<file path="src/rtl/pq_ctrl.sv">
// Front-end controller for the priority-queue cell array: arbitrates push/pop/drop
// requests, rejects illegal ones, and sequences one array command at a time.
module pq_ctrl #(
  parameter int IW    = 4,
  parameter int PW    = 4,
  parameter int DEPTH = 8,
  parameter int TMO   = 15
) (
  input  logic                         clk_i,
  input  logic                         rst_i,
  input  logic                         push_req_i,
  input  logic [IW-1:0]                push_id_i,
  input  logic [PW-1:0]                push_prio_i,
  output logic                         push_ack_o,
  input  logic                         pop_req_i,
  output logic                         pop_ack_o,
  output logic [IW-1:0]                pop_id_o,
  output logic [PW-1:0]                pop_prio_o,
  input  logic                         drop_req_i,
  input  logic [IW-1:0]                drop_id_i,
  output logic                         drop_ack_o,
  output logic                         err_o,
  output logic                         arr_push_o,
  output logic                         arr_pop_o,
  output logic                         arr_drop_o,
  output logic [IW-1:0]                arr_id_o,
  output logic [PW-1:0]                arr_prio_o,
  input  logic                         arr_push_vld_i,
  input  logic                         arr_pop_vld_i,
  input  logic                         arr_drop_vld_i,
  input  logic [IW-1:0]                arr_head_id_i,
  input  logic [PW-1:0]                arr_head_prio_i,
  output logic [$clog2(DEPTH+1)-1:0]   count_o,
  output logic                         full_o,
  output logic                         empty_o
);
  localparam int CW  = $clog2(DEPTH+1);
  localparam int TW  = $clog2(TMO+1);
  localparam int NID = 1 << IW;

  typedef enum logic [2:0] {S_IDLE, S_CHECK, S_ISSUE, S_WAIT, S_RESP} state_t;
  typedef enum logic [1:0] {OP_PUSH, OP_POP, OP_DROP} op_t;

  state_t          r_state;
  op_t             r_op;
  logic [IW-1:0]   r_id;
  logic [PW-1:0]   r_prio;
  logic [TW-1:0]   r_tmo;
  logic [CW-1:0]   r_count;
  logic [NID-1:0]  r_present;
  logic            r_push_ack, r_pop_ack, r_drop_ack, r_err;
  logic            r_arr_push, r_arr_pop, r_arr_drop;
  logic [IW-1:0]   r_arr_id, r_pop_id;
  logic [PW-1:0]   r_arr_prio, r_pop_prio;

  logic            w_full, w_empty, w_hit, w_illegal, w_done, w_tmo_hit;
  logic            w_is_push, w_is_pop, w_is_drop;
  logic [TW-1:0]   w_tmo_nxt;

  assign w_full    = (r_count == CW'(DEPTH));
  assign w_empty   = (r_count == '0);
  assign w_hit     = r_present[r_id];
  assign w_is_push = (r_op == OP_PUSH);
  assign w_is_pop  = (r_op == OP_POP);
  assign w_is_drop = (r_op == OP_DROP);
  assign w_tmo_nxt = r_tmo + TW'(1);
  assign w_tmo_hit = (w_tmo_nxt == TW'(TMO));

  always_comb begin
    w_illegal = 1'b0;
    w_done    = 1'b0;
    case (r_op)
      OP_PUSH: begin
        w_illegal = w_full || (r_id == '0) || w_hit;
        w_done    = arr_push_vld_i;
      end
      OP_POP: begin
        w_illegal = w_empty;
        w_done    = arr_pop_vld_i;
      end
      default: begin
        w_illegal = (r_id == '0) || !w_hit;
        w_done    = arr_drop_vld_i;
      end
    endcase
  end

  always_ff @(posedge clk_i) begin
    if (rst_i) begin
      r_state    <= S_IDLE;
      r_count    <= '0;
      r_present  <= '0;
      r_tmo      <= '0;
      r_push_ack <= 1'b0;
      r_pop_ack  <= 1'b0;
      r_drop_ack <= 1'b0;
      r_err      <= 1'b0;
      r_arr_push <= 1'b0;
      r_arr_pop  <= 1'b0;
      r_arr_drop <= 1'b0;
      r_arr_id   <= '0;
      r_arr_prio <= '0;
      r_pop_id   <= '0;
      r_pop_prio <= '0;
    end else begin
      r_push_ack <= 1'b0;
      r_pop_ack  <= 1'b0;
      r_drop_ack <= 1'b0;
      r_err      <= 1'b0;
      r_arr_push <= 1'b0;
      r_arr_pop  <= 1'b0;
      r_arr_drop <= 1'b0;
      case (r_state)
        S_IDLE: begin
          if (drop_req_i) begin
            r_op    <= OP_DROP;
            r_id    <= drop_id_i;
            r_prio  <= '0;
            r_state <= S_CHECK;
          end else if (pop_req_i) begin
            r_op    <= OP_POP;
            r_id    <= '0;
            r_prio  <= '0;
            r_state <= S_CHECK;
          end else if (push_req_i) begin
            r_op    <= OP_PUSH;
            r_id    <= push_id_i;
            r_prio  <= push_prio_i;
            r_state <= S_CHECK;
          end
        end
        S_CHECK: begin
          if (w_illegal) begin
            r_push_ack <= w_is_push;
            r_pop_ack  <= w_is_pop;
            r_drop_ack <= w_is_drop;
            r_err      <= 1'b1;
            if (w_is_pop) begin
              r_pop_id   <= '0;
              r_pop_prio <= '0;
            end
            r_state <= S_RESP;
          end else begin
            r_arr_push <= w_is_push;
            r_arr_pop  <= w_is_pop;
            r_arr_drop <= w_is_drop;
            r_arr_id   <= r_id;
            r_arr_prio <= r_prio;
            r_state    <= S_ISSUE;
          end
        end
        S_ISSUE: begin
          r_tmo   <= '0;
          r_state <= S_WAIT;
        end
        S_WAIT: begin
          // Completion takes precedence over a timeout landing in the same cycle.
          if (w_done || w_tmo_hit) begin
            r_push_ack <= w_is_push;
            r_pop_ack  <= w_is_pop;
            r_drop_ack <= w_is_drop;
            r_err      <= !w_done;
            r_arr_id   <= '0;
            r_arr_prio <= '0;
            r_state    <= S_RESP;
            if (w_done) begin
              if (w_is_push) begin
                r_present[r_id] <= 1'b1;
                r_count         <= r_count + CW'(1);
              end else if (w_is_pop) begin
                r_pop_id                 <= arr_head_id_i;
                r_pop_prio               <= arr_head_prio_i;
                r_present[arr_head_id_i] <= 1'b0;
                r_count                  <= r_count - CW'(1);
              end else begin
                r_present[r_id] <= 1'b0;
                r_count         <= r_count - CW'(1);
              end
            end else if (w_is_pop) begin
              r_pop_id   <= '0;
              r_pop_prio <= '0;
            end
          end else begin
            r_tmo <= w_tmo_nxt;
          end
        end
        default: r_state <= S_IDLE;
      endcase
    end
  end

  assign push_ack_o = r_push_ack;
  assign pop_ack_o  = r_pop_ack;
  assign drop_ack_o = r_drop_ack;
  assign err_o      = r_err;
  assign arr_push_o = r_arr_push;
  assign arr_pop_o  = r_arr_pop;
  assign arr_drop_o = r_arr_drop;
  assign arr_id_o   = r_arr_id;
  assign arr_prio_o = r_arr_prio;
  assign pop_id_o   = r_pop_id;
  assign pop_prio_o = r_pop_prio;
  assign count_o    = r_count;
  assign full_o     = w_full;
  assign empty_o    = w_empty;

endmodule

</file>
<file path="config.mk">
export PLATFORM = sky130hd
export DESIGN_NAME = pq_ctrl
export DESIGN_NICKNAME = d
export VERILOG_FILES = /design/src/rtl/pq_ctrl.sv
export SDC_FILE = /design/constraint.sdc
export NUM_CORES = 1
export LEC_CHECK = 0
export CAP_MARGIN = 20
export CORE_MARGIN = 5
export CORE_UTILIZATION = 54
export DETAILED_ROUTE_END_ITERATION = 16
export PLACE_DENSITY = 0.88
export SLEW_MARGIN = 40
export SYNTH_ARGS = -nofsm -noshare
export SYNTH_HDL_FRONTEND = slang
export SYNTH_SLANG_ARGS = --single-unit
</file>
<file path="constraint.sdc">
create_clock -name clk_i -period 2.61 [get_ports clk_i]
set_input_delay 0.3915 -clock clk_i [delete_from_list [all_inputs] [get_ports clk_i]]
set_output_delay 0.3915 -clock clk_i [all_outputs]
set_load 0.005 [all_outputs]
</file>
; ---- Word-level counts from Yosys, hierarchy flattened
; Index checks and enable logic that the tools add are counted.
[op_classes]
bitwise_logic = 7
mux = 56
add_sub_neg = 3
n_reduce_logical = 23
magnitude_cmp = 4
eq_ne = 14
[op_table]
columns = cell, count
row1 = 4-bit two-way mux, 21
row2 = 4-bit case mux with 2 select lines, 5
row3 = 16-bit bitwise AND, 2
row4 = 16-bit two-way mux, 2
row5 = 16-bit NOT, 2
row6 = 16-bit bitwise OR, 1
row7 = 3-bit two-way mux, 5
row8 = 1-bit case mux with 2 select lines, 6
row9 = 3-bit case mux with 4 select lines, 1
row10 = 1-bit two-way mux, 11
row11 = 4-bit by 5-bit < comparator with 1-bit output (second input constant), 2
row12 = 3-bit AND reduction, 3
row13 = 4-bit by 1-bit adder with 4-bit output (second input constant), 2
row14 = 1-bit demux with 4-bit select, 2
row15 = 4-bit equality test (second input constant), 2
row16 = 4-bit by 1-bit >= comparator with 1-bit output (second input constant), 2
row17 = 4-bit logical NOT, 2
row18 = 2-bit inequality test (second input constant), 4
row19 = 3-bit by 2-bit equality test with 1-bit output (second input constant), 2
row20 = 3-bit inequality test (second input constant), 2
row21 = 5-bit AND reduction, 1
row22 = 1-bit binary-select mux with 4-bit select, 1
row23 = 1-bit logical OR, 4
row24 = 2-bit two-way mux, 2
row25 = other kinds (15), 20
[totals]
regBits = 60
input_bits = 28

; ---- Depth between registers and ports, before layout
; Gate-level depths: netlist of run 1.
[logic_depth]
word_depth = 8
mapped_depth = 9
mapped_depth_nobuf = 8

; ---- Worst setup path before layout of run 1
; No wires, ideal clock.
[synth_timing]
path_kind = input port to flip-flop
start = in rst_i
end = reg r_id[0], enable pin
arrival_ns = 1.985
setup_slack_ns = 0.217
cell_stages = 3
cell_sequence = clkbuf_1 > buf_1 > nor4b_1
[synth_between]
elab_chain_cells = 2
[synth_lines]
columns = item, line
row1 = "start, declared", 10  ; input logic rst_i,
row2 = 1-bit NOT (no source line), n/a
row3 = 3-bit AND reduction (no source line), n/a
row4 = "end signal, assigned", 117  ; r_id <= drop_id_i;
row5 = "end signal, assigned", 127  ; r_id <= push_id_i;
row6 = "end, declared", 46  ; logic [IW-1:0] r_id;
; No other way between the ends.
; A chain may end at the register's enable or synchronous reset.

; ---- Final worst setup path of run 1
[layout_timing]
start = reg r_id[3]
end = reg r_pop_prio[0] (netlist: pop_prio_o[0])
[layout_between]
elab_chain_cells = 7
[layout_lines]
columns = item, line
row1 = 1-bit binary-select mux with 4-bit select, 62  ; assign w_hit = r_present[r_id];
row2 = 1-bit two-way mux (implied by the code), 62
row3 = 1-bit logical NOT, 82  ; w_illegal = (r_id == '0) || !w_hit;
row4 = 1-bit logical OR, 82
row5 = 1-bit case mux with 2 select lines (*), 72  ; case (r_op)
row6 = 2-bit inequality test (no source line) (*), n/a
row7 = 5-bit AND reduction (no source line) (*), n/a
row8 = "end signal, assigned", 172  ; r_pop_prio <= arr_head_prio_i;
row9 = "end, declared", 54  ; logic [PW-1:0] r_arr_prio, r_pop_prio;
; Mark *: on every way between the ends. The rest lies on a longest branch, timed or not. The select of a mux whose other input is x is not followed.

==> results by group, run 1 <==
Cells and area
  • Final design utilization: 69.0%
  • Layout area overhead: 25.3%
  • # nets final: 480
  • Non-filler cells, final: 528
  • N_diodes: 0
  • Fraction of final layout cells with drive strength greater than 1: 13.5%

Floorplan
  • Die H: 90.2 um
  • Top Ports: 57
  • Die area: 8140 um^2
  • Initial Utilization: 55.1%
  • Rows: 29
  • Core ar.: 6310 um^2
  • Chip width: 90.2 um

Global route
  • Global route overflow: 0
  • Antenna violations before repair: 0
  • First-pass GRT wire length: 15900 um
  • Vias in the first global route: 3406
  • Total GRT Usage: 23.8%
  • Largest net degree at the start of global routing: 21

Synth
  • Yosys cell types: 60
  • Avg Inst Size Synth: 8.98 um^2
  • Top FF cell, synth: dfxtp_1
  • Synth warn: 0
  • Mapped Cells: 387
  • Yosys top cell area share: 28.8%
  • Synth Cell Area: 3480 um^2
  • Syn_nets: 420
  • Synth top cells by count: dfxtp_1 (50), a21oi_1 (33), nand3_1 (26), nor2_1 (24), nor3_1 (22)
  • Post-synth EDFFs: 10
  • Most frequent cell after synthesis: dfxtp_1
  • Seq/Total Area, Yosys: 37.4%
  • Top cells by area, synth: dfxtp_1 (29%), edfxtp_1 (8.6%), a21oi_1 (4.8%)
  • Synth async-reset ratio: 0%
  • Leading area contributor after synthesis: dfxtp_1
  • Synth Register Bits: 60

Clock network
  • Clock slew at reported path FFs: 0.07 ns
  • Clk sinks: 60
  • Root Driver: clkbuf_8
  • Clock tree buffer depth: 2
  • Clock Latency Late Sink: 0.34 ns
  • CTS tree: done
  • Post-CTS Setup Bufs: 0
  • H-Tree Depth: 3
  • CTS Buf Count: 9
  • Cts hold-fix bufs: 0
  • Post_cts resized: 0

Placement
  • Cells after DPL: 513
  • Routability Congestion: 0.922
  • Dpl hpwl: 6670 um
  • PortBufs: 56

Critical path
  • Critical Path Source Type: flop
  • CP Max Fanout: 13
  • R2R Path End: pop_prio_o[0]
  • Worst r2r src: r_id[3]
  • R2R depth: 6
  • Crit path capture type: flop
  • Worst Setup Path Type: flop to flop
  • Data arrival, critical path: 2.56 ns
  • R2r setup slk: 0.23 ns
  • Critical Path RT: 2.79 ns

STA
  • Worst-Margin Slew: 0.657 ns
  • TNS Setup: 0 ns
  • Final Cycle Share: 91.3%
  • Setup Viol. Count Final: 0
  • Worst Skew: 0.00847 ns
  • Tmin final: 2.38 ns
  • Fmax achieved: 0.420 GHz
  • Hold Slack: 0.514 ns
  • Slew Viols, Final: 0
  • Slew headroom: 55.8%
  • Final hold vios: 0
  • RSZ-0062 raised after global routing: no

Status
  • Status: finished, final reports clean

Drt
  • DR iter-0 viols: 402
  • DR vias/cell: 6.43
  • Wire length per cell: 17.9 um
  • WL final: 9470 um
  • ANT nets after route: 0
  • Pre-antenna DRT Iters: 5
  • Vias: 3394
  • DR DRC count: 0

Run
  • Max-cap violation count: 0

Power
  • Int Pwr: 1.53 mW
  • Pleak: 1.47 nW
  • Switch Pwr: 0.573 mW
  • Power Density: 482 nW/um^2
  • Final Power: 2.10 mW
  • Switching share of power: 27.3%
  • Clk pwr share: 36.7%
  • VDD IR max: 0.000465 V
  • Sequential share of power: 47.8%
  • Comb pwr share: 15.5%

Min path
  • Hold path start: r_present[0]
  • Hold depth: 2
  • Worst Hold Endpoint: r_present[0]
  • Hold Path Class: flop to flop
## sequential cells by signal (all words and copies together), names as in the netlist
name	flops
count_o	4
arr_pop_o	1
err_o	1
r_state	3
r_present	16
pop_ack_o	1
pop_prio_o	4
arr_prio_o	4
r_prio	4
r_id	4
pop_id_o	4
drop_ack_o	1
arr_drop_o	1
arr_id_o	4
arr_push_o	1
r_tmo	4
push_ack_o	1
r_op	2
## metal layers
| metal | up-vias | part of all wire [%] | track usage [%] |
|---|---|---|---|
| met5 | - | 0 | 0 |
| met4 | 0 | 2.8 | 12.2 |
| met3 | 27 | 7.6 | 6.09 |
| met2 | 184 | 51 | 40.6 |
| met1 | 1593 | 38 | 27.3 |
| li1 | 1590 | - | - |
## final cells by class
class                      count  area, um^2
inverter                       8        30.0
clock inverter                 2        10.0
sequential                    60        1300
tap                           77        96.3
clock buffer                  13         169
multi-input combinational    284        1980
timing repair buffer          84         771
fill                         507        1960
## power groups by stage
stage	sequential, mW	combinational (mW)	clock (mW)
2_1_floorplan	1.00	0.200	0
3_3_place_gp	1.02	0.309	0
3_5_place_dp	1.02	0.318	0
4_1_cts	1.00	0.321	0.782
5_1_grt	1.01	0.351	0.836
6_report	1.00	0.325	0.770
## kinds of logic after synthesis
logic type / count (synthesis) / share of synthesized area, %
AND/OR/NAND/NOR: 150 / 24.8
flip-flops: 60 / 37.4
XOR/XNOR: 3 / 0.756
buffers and inverters: 43 / 5.87
adder cells (fa/ha/maj): 5 / 2.02
AO/OA/AOI/OAI: 107 / 21.7
multiplexers: 19 / 7.42
## worst max-delay path, stage by stage (launching register included)
cell,delay (ns)
edfxtp_1,0.69
mux4_2,0.39
a22oi_1,0.36
nand2_2,0.15
mux2i_1,0.28
buf_4,0.24
a311oi_1,0.11
## metrics by stage
step	worst slack (ns)	area, um^2
floorplan	0.217	3480
global placement	0.320	4180
detailed placement	0.229	4180
CTS	0.223	4350
global route	0.111	4350
finish	0.226	4350
## how the worst max path moves through the flow
stage | from | end | cells past startpoint
floorplan | rst_i | r_id[0] | 3
global placement | arr_pop_vld_i | r_present[9] | 6
detailed placement | arr_push_vld_i | r_present[8] | 6
CTS | count_o[0] | empty_o | 2
global route | r_id[3] | pop_id_o[3] | 6
finish | r_id[3] | pop_prio_o[0] | 6
## layout by cell type, fill, tap and decap left out, types with 5 or more instances in the layout
cell type,instances
clkdlybuf4s50_1,56
dfxtp_1,50
a21oi_1,33
buf_4,28
nand3_1,26
nor2_1,24
nor3_1,22
o21ai_0,17
nor2b_1,14
mux2i_1,13
nand2_1,12
clkbuf_8,12
o2111ai_1,10
edfxtp_1,10
inv_1,8
nand2b_1,8
a311oi_1,8
nor4_1,7
and2_1,6
a31oi_1,6
a211oi_1,6
nor3b_1,5
a22oi_1,5
nand4b_1,5
Note: power is estimated with default switching activity, not from simulation.
==> inputs of run 2 (changes only) <==
- TNS_END_PERCENT: unset -> 20
==> results of run 2 <==
Final layout, timing and power as in run 1 (identical DEF).
